==> src/rtl/seg_mux_scan_driver.sv <==
// Multiplexed common-anode 7-segment scan driver: N hex digits share one segment bus, with
// per-digit blank/blink/dp, leading-zero suppression, dead time and tear-free frame loading.
module seg_mux_scan_driver #(
  parameter int unsigned N_DIGITS      = 4,
  parameter int unsigned CLK_DIV       = 50000,
  parameter int unsigned DEAD_CYCLES   = 2,
  parameter int unsigned BLINK_FRAMES  = 25,
  parameter bit          AN_ACTIVE_LOW = 1'b1
) (
  input  logic                  clk,
  input  logic                  rst_n,
  input  logic [4*N_DIGITS-1:0] digits_in,
  input  logic [N_DIGITS-1:0]   blank_mask,
  input  logic [N_DIGITS-1:0]   blink_mask,
  input  logic [N_DIGITS-1:0]   dp_mask,
  input  logic                  lz_suppress,
  input  logic                  load,
  input  logic                  enable,
  output logic [6:0]            seg,
  output logic                  dp,
  output logic [N_DIGITS-1:0]   an,
  output logic                  frame_tick
);

  localparam int unsigned DivW = (CLK_DIV > 1) ? $clog2(CLK_DIV) : 1;
  localparam int unsigned IdxW = (N_DIGITS > 1) ? $clog2(N_DIGITS) : 1;
  localparam int unsigned FrmW = (BLINK_FRAMES > 1) ? $clog2(BLINK_FRAMES) : 1;

  localparam logic [DivW-1:0]     DivLast = DivW'(CLK_DIV - 1);
  localparam logic [DivW-1:0]     DeadLen = DivW'(DEAD_CYCLES);
  localparam logic [IdxW-1:0]     IdxLast = IdxW'(N_DIGITS - 1);
  localparam logic [FrmW-1:0]     FrmLast = FrmW'(BLINK_FRAMES - 1);
  localparam logic [N_DIGITS-1:0] AnOff   = {N_DIGITS{AN_ACTIVE_LOW}};

  typedef struct packed {
    logic [4*N_DIGITS-1:0] digits;
    logic [N_DIGITS-1:0]   blank;
    logic [N_DIGITS-1:0]   blink;
    logic [N_DIGITS-1:0]   dpm;
    logic                  lz;
  } disp_t;

  function automatic logic [6:0] hex7(input logic [3:0] h);
    logic [6:0] s;
    unique case (h)
      4'h0: s = 7'b1000000;
      4'h1: s = 7'b1111001;
      4'h2: s = 7'b0100100;
      4'h3: s = 7'b0110000;
      4'h4: s = 7'b0011001;
      4'h5: s = 7'b0010010;
      4'h6: s = 7'b0000010;
      4'h7: s = 7'b1111000;
      4'h8: s = 7'b0000000;
      4'h9: s = 7'b0010000;
      4'hA: s = 7'b0001000;
      4'hB: s = 7'b0000011;
      4'hC: s = 7'b1000110;
      4'hD: s = 7'b0100001;
      4'hE: s = 7'b0000110;
      4'hF: s = 7'b0001110;
    endcase
    return s;
  endfunction

  logic [DivW-1:0] div_q, div_d;
  logic [IdxW-1:0] idx_q, idx_d;
  logic [FrmW-1:0] frm_q, frm_d;
  logic            blink_q, blink_d;
  logic            slot_end, frame_end;
  disp_t           pend_q, act_q, pend_in;

  assign slot_end  = enable && (div_q == DivLast);
  assign frame_end = slot_end && (idx_q == IdxLast);

  assign pend_in = '{digits: digits_in, blank: blank_mask, blink: blink_mask,
                     dpm: dp_mask, lz: lz_suppress};

  always_comb begin
    div_d   = div_q;
    idx_d   = idx_q;
    frm_d   = frm_q;
    blink_d = blink_q;
    if (enable) begin
      div_d = slot_end ? '0 : div_q + 1'b1;
    end
    if (slot_end) begin
      idx_d = (idx_q == IdxLast) ? '0 : idx_q + 1'b1;
    end
    if (frame_end) begin
      if (frm_q == FrmLast) begin
        frm_d   = '0;
        blink_d = ~blink_q;
      end else begin
        frm_d = frm_q + 1'b1;
      end
    end
  end

  // A digit is a leading zero when it and every digit above it are zero; digit 0 always shows.
  logic [N_DIGITS-1:0] lz_dark;
  logic                zeros_above, this_zero;

  always_comb begin
    lz_dark     = '0;
    zeros_above = 1'b1;
    this_zero   = 1'b0;
    for (int i = N_DIGITS - 1; i > 0; i--) begin
      this_zero   = (act_q.digits[4*i +: 4] == 4'h0);
      lz_dark[i]  = act_q.lz && this_zero && zeros_above;
      zeros_above = zeros_above && this_zero;
    end
  end

  logic [3:0]          cur_hex;
  logic                cur_dark, cur_dp;
  logic [N_DIGITS-1:0] an_on;

  always_comb begin
    cur_hex  = '0;
    cur_dark = 1'b0;
    cur_dp   = 1'b0;
    an_on    = '0;
    for (int i = 0; i < N_DIGITS; i++) begin
      if (idx_q == IdxW'(i)) begin
        cur_hex  = act_q.digits[4*i +: 4];
        cur_dark = act_q.blank[i] | (act_q.blink[i] & blink_q) | lz_dark[i];
        cur_dp   = act_q.dpm[i];
        an_on[i] = 1'b1;
      end
    end
  end

  logic [6:0]          seg_q, seg_d;
  logic                dp_q, dp_d;
  logic [N_DIGITS-1:0] an_q, an_d;
  logic                tick_q;

  always_comb begin
    seg_d = 7'h7F;
    dp_d  = 1'b1;
    an_d  = AnOff;
    if (enable) begin
      if (!cur_dark) begin
        seg_d = hex7(cur_hex);
        dp_d  = ~cur_dp;
      end
      // Dead time at slot start keeps the previous digit from ghosting onto this one.
      if (div_q >= DeadLen) begin
        an_d = AN_ACTIVE_LOW ? ~an_on : an_on;
      end
    end
  end

  always_ff @(posedge clk or negedge rst_n) begin
    if (!rst_n) begin
      div_q   <= '0;
      idx_q   <= '0;
      frm_q   <= '0;
      blink_q <= 1'b0;
      pend_q  <= '0;
      act_q   <= '0;
      seg_q   <= 7'h7F;
      dp_q    <= 1'b1;
      an_q    <= AnOff;
      tick_q  <= 1'b0;
    end else begin
      div_q   <= div_d;
      idx_q   <= idx_d;
      frm_q   <= frm_d;
      blink_q <= blink_d;
      if (load) begin
        pend_q <= pend_in;
      end
      // Active copy only changes at a frame boundary so a frame never mixes old and new data.
      if (frame_end) begin
        act_q <= pend_q;
      end
      seg_q   <= seg_d;
      dp_q    <= dp_d;
      an_q    <= an_d;
      tick_q  <= frame_end;
    end
  end

  assign seg        = seg_q;
  assign dp         = dp_q;
  assign an         = an_q;
  assign frame_tick = tick_q;

endmodule

==> config.mk <==
export PLATFORM = sky130hd
export DESIGN_NAME = seg_mux_scan_driver
export DESIGN_NICKNAME = d
export VERILOG_FILES = /design/src/rtl/seg_mux_scan_driver.sv
export SDC_FILE = /design/constraint.sdc
export NUM_CORES = 1
export LEC_CHECK = 0
export CAP_MARGIN = 15
export CORE_MARGIN = 3
export CORE_UTILIZATION = 50
export CTS_CLUSTER_SIZE = 28
export DETAILED_ROUTE_END_ITERATION = 8
export PLACE_DENSITY = 0.76
export SLEW_MARGIN = 20
export SYNTH_ARGS = -nofsm -noshare
export SYNTH_HDL_FRONTEND = slang
export SYNTH_SLANG_ARGS = --single-unit
==> constraint.sdc <==
create_clock -name clk -period 3.3 [get_ports clk]
set_clock_uncertainty 0.1 [all_clocks]
set_input_delay 0.66 -clock clk [delete_from_list [all_inputs] [get_ports clk]]
set_output_delay 0.66 -clock clk [all_outputs]
set_load 0.01 [all_outputs]
; Word-level counts from Yosys, hierarchy flattened
; Memory sizes are Yosys's and may differ from the RTL's.
; Index checks and enable logic that the tools add are counted.
[totals]
inputBits = 33
mem_bits_ro = 112
regBits = 95
n_memories = 1
[mem_list]
columns = name, words, width, read_ports, rd_ports_with_merged_regs, wr, line
row1 = (name not given), 16, 7, 1, 0, 0, 45  ; unique case (h)
[classes]
n_lt_le_gt_ge = 1
bitwise = 14
mux = 25
eq_ne = 5
n_reduce_logical = 13
n_addsub = 3
[op_table]
columns = cell, n
row1 = $mux 4, 6
row2 = $add 16x1->16 const B, 1
row3 = $eq 16x16->1 const B, 1
row4 = $ge 16x2->1 const B, 1
row5 = $mux 16, 1
row6 = $mux 1, 14
row7 = $mux 7, 2
row8 = $logic_not 4->1, 3
row9 = $logic_and 1x1->1, 8
row10 = $or 1x1->1, 7
row11 = $add 5x1->5 const B, 1
row12 = $eq 5x5->1 const B, 1
row13 = $mux 5, 1
row14 = $and 1x1->1, 4
row15 = $eq 2x2->1 const B, 2
row16 = $not 4->4, 1
row17 = $add 2x1->2 const B, 1
row18 = $eq 2x1->1 const B, 1
row19 = $logic_not 2->1, 1
row20 = $mux 2, 1
row21 = $not 1->1, 2
row22 = $reduce_and 2->1, 1

; Longest topological paths before layout
[logic_depth]
word_depth = 9
mapped_depth = 10

; Worst setup path before layout
; OpenSTA, ideal clock, no wires.
[synth_path]
path_type = register -> register
startpoint = register idx_q[1]
endpoint = register seg_q[2] (netlist: seg[2])
setup_slack_ns = 0.832
setup_ns = 0.111
path_stages_with_launch = 9
t_required_ns = 3.089
period_less_slack_ns = 2.468
arrival_time_ns = 2.257
cell_sequence = dfrtp_1 -> inv_1 -> ha_1 -> clkbuf_1 -> a211oi_1 -> a221oi_1 -> inv_1 -> ha_1 -> o311ai_0
[synth_between]
elab_chain_cells = 8
elab_cells_between_ends = 15
[synth_lines]
columns = element, line
row1 = start: declaration, 67  ; logic [IdxW-1:0] idx_q, idx_d;
row2 = start signal: assignment, 169  ; idx_q <= idx_d;
row3 = $logic_not 2->1, 125  ; if (idx_q == IdxW'(i)) begin
row4 = $mux 4 (4 in a row), 125
row5 = $mem_v2 16x7, n/a
row6 = $mux 7 (*), 144  ; if (!cur_dark) begin
row7 = $mux 7 (*), 143  ; if (enable) begin
row8 = net seg_d[2], 134  ; logic [6:0] seg_q, seg_d;
row9 = end signal: assignment, 179  ; seg_q <= seg_d;
row10 = end: declaration, 134
; The timed path passes the listed nets; every way through them passes the cells marked *.
; A chain may end at the register's enable or synchronous reset.

; Worst setup path after layout
[layout_path]
startpoint = register idx_q[0]
endpoint = register seg_q[2] (netlist: seg[2])
; The elaborated chain is that of the path after synthesis.

==> results.yml <==
die:
  coreArea_mm2: 0.00842
  start_util_pct: 53.0
  fp.dieArea_mm2: 0.0101
  die_w_um: 101
  ios: 46
  rows: 33
  dieHeight_um: 101
setup_path:
  reg2reg_slack_ps: 450
  r2r_cells: 7
  r2r_end: "seg[2]$_DFF_PN1_"
  worstSetupPathType: "register to register"
  critical_path.max_stage_delay_ps: 780
  worst_ep_required_time_ps: 3460
  cp_max_fo: 23
  worstPathCellList: "ha_1, a211oi_1, a221oi_1, buf_4, inv_1, ha_1, o311ai_0"
  r2r-start: "idx_q[0]$_DFFE_PN0N_"
  end_kind: "register"
  crit_slowest_cell: "ha_1"
  critical_path_arrival_ps: 3010
  crit_path_frequent_cell: "ha_1"
  start_kind: "register"
hold_path:
  hold_path.class: "primary input to asynchronous set/reset pin"
synthesis:
  synth_seq_cells: 95
  synth_top_family_by_area: "multiplexers"
  yosysMostFrequentCell: "dfrtp_1"
  async_reset_ff_share_pct: 100
  synth_top_area_share_pct: 46.5
  syn_inst: 355
  syn-num-nets: 402
  synthAdderAreaFrac_pct: 3.92
  synth-xor-area-share_pct: 2.75
  postSynthAreaPerCell_um2: 12.6
  synth-compound-area-share_pct: 7.45
  synthTopCellsByCount: "dfrtp_1 (83), mux2_2 (30), mux2_4 (26), nor2_1 (20), nand2_1 (19)"
  synthTopCellsByArea: "dfrtp_1 (47%), mux2_4 (8.7%), mux2_2 (7.6%), dfstp_2 (7.1%), ha_1 (3.9%)"
  synth-warning-count: 0
  synthSimpleGateAreaFrac_pct: 12.2
  yosysUniqueCellTypes: 49
  ys.flop_type: "dfrtp_1"
  synthMuxAreaShare_pct: 16.8
  synth_edf_count: 0
  yosysSeqAreaShare_pct: 53.6
  synthesis.area_mm2: 0.00447
  synth_top_area_cell: "dfrtp_1"
route:
  antenna_left: 0
  vias: 2865
  drc: 0
  firstDrtPassIters: 5
  routedWlPerCell_um: 16.6
  via_per_inst: 5.58
  routed_wl_um: 8520
  first_iter_violations: 179
clock_network:
  h-tree-depth: 3
  post_cts.repair.setup_buffers: 0
  cts_buffers: 9
  clk_latency_ps: 370
  cts_resized: 0
  cts_buffer_depth: 2
  cts_hold_buf: 0
  cts_tree: "built"
  cts_root_buffer: "clkbuf_8"
  clk_pin_slew_ps: 90
  cts.sinks: 95
sta:
  hold_ws_ps: 201
  min_period_over_period_pct: 86.4
  finalCriticalPeriod_ps: 2850
  fin_ws_ps: 450
  rsz0062_at_grt: "no"
  slew_violations: 0
  max-slew-margin-rel_pct: 39.0
  setup_viol: 0
  fin_tns_setup_ps: 0
  final-hold-violation-count: 0
  tightest_slew_ps: 915
  clock.fmax_mhz: 351
placed_design:
  preCtsSetupSlack_ps: 581
  hpwl_um: 5990
  portBuffers: 45
  place.gp.congestion: 0.834
  dpl.cell_count: 497
  place_area_mm2: 0.00503
final_layout:
  antenna_cells: 0
  final_area_mm2: 0.00525
  syn2layout_area_growth_pct: 17.5
  utilization_pct: 62.3
  stdcell_count: 513
  drive_gt1_share_pct: 23.5
  nets: 450
  num-fill-cells: 665
pwr:
  p_leak_nw: 2.41
  p_total_mw: 2.39
  power_density_mw_per_mm2: 456
  ir_worst_vdd_uv: 258
grt:
  grt_antenna_before_repair: 0
  grt_pass1_wl_um: 14200
  grt_max_degree: 49
  grt_usage_pct: 18.1
  grt_pass1_vias: 2859
  grt_overflow: 0
flow_run:
  maxCapViolCount: 0
outcome:
  status: "finished clean"
-- flip-flops by register name, indices dropped and copies added (netlist names) --
name / cells
idx_q: 2
frm_q: 5
dp: 1
blink_q: 1
an: 4
div_q: 16
frame_tick: 1
act_q: 29
seg: 7
pend_q: 29
-- area by class of cell --
type	instances	area (µm²)	share of cell area, %
Sequential cell	95	2390	45.6
Clock inverter	4	70.1	1.33
Multi-Input combinational cell	229	1920	36.7
Inverter	16	60.1	1.14
Tap cell	105	131	2.50
Clock buffer	12	145	2.77
Timing Repair Buffer	52	526	10.0
-- worst max-delay path: cells and delay by family, from the launching register on --
| family | cells | cell delay [ps] |
|---|---|---|
| compound gates | 3 | 890 |
| fa+ha+maj | 2 | 1060 |
| buf+inv | 2 | 300 |
| flops | 1 | 390 |
-- worst max-delay path by stage --
stage                          from                     to  slack (ps)  depth (start not counted)
3_5_place_dp   idx_q[0]$_DFFE_PN0N_       seg[2]$_DFF_PN1_         580                          7
3_3_place_gp                 enable  act_q[10]$_DFFE_PN0P_         650                          6
4_1_cts        idx_q[0]$_DFFE_PN0N_       seg[2]$_DFF_PN1_         530                          7
5_1_grt        idx_q[0]$_DFFE_PN0N_       seg[2]$_DFF_PN1_         260                          7
6_report       idx_q[0]$_DFFE_PN0N_       seg[2]$_DFF_PN1_         450                          7
2_1_floorplan  idx_q[1]$_DFFE_PN0N_       seg[2]$_DFF_PN1_         830                          8
-- power breakdown --
| group | switching [mW] | internal (mW) | leakage [nW] |
|---|---|---|---|
| sequential | 0.0760 | 1.24 | 1.17 |
| clock | 0.383 | 0.446 | 0.110 |
| combinational | 0.113 | 0.137 | 1.13 |
-- layout by cell type (no fill, tap or decap), types with 3 or more instances in the layout --
master / instances
a211oi_1: 4
a21o_1: 3
a221oi_1: 5
and3_1: 4
buf_4: 6
clkbuf_8: 10
clkdlybuf4s50_1: 44
dfrtp_1: 83
dfstp_2: 12
ha_1: 14
inv_1: 16
mux2_2: 30
mux2_4: 26
nand2_1: 19
nand3_1: 17
nand3b_1: 3
nand4_1: 8
nor2_1: 20
nor3_1: 4
nor3b_1: 3
o211ai_1: 4
o21ai_0: 15
or3_1: 3
xnor2_1: 9
xor2_1: 5
-- per-layer routing --
metal	GRT usage [%]	routed length (µm)	up-vias	share of wire, %
li1	-	-	1380	-
met5	0	0	-	0
met3	4.01	413	14	4.8
met4	7.15	161	0	1.9
met2	26.9	3920	83	46
met1	25.8	4030	1388	47
-- kinds of logic (layout without fill, tap and decap cells) --
kind of cell / count (synthesis) / after routing
muxes: 58 / 58
xor gates and xnor gates: 14 / 14
buffers and inverters: 31 / 84
AOI/OAI and AO/OA: 46 / 46
and+or+nand+nor: 97 / 97
DFF: 95 / 95
adders and majority gates: 14 / 14
Note: power is estimated with default switching activity, not from simulation.
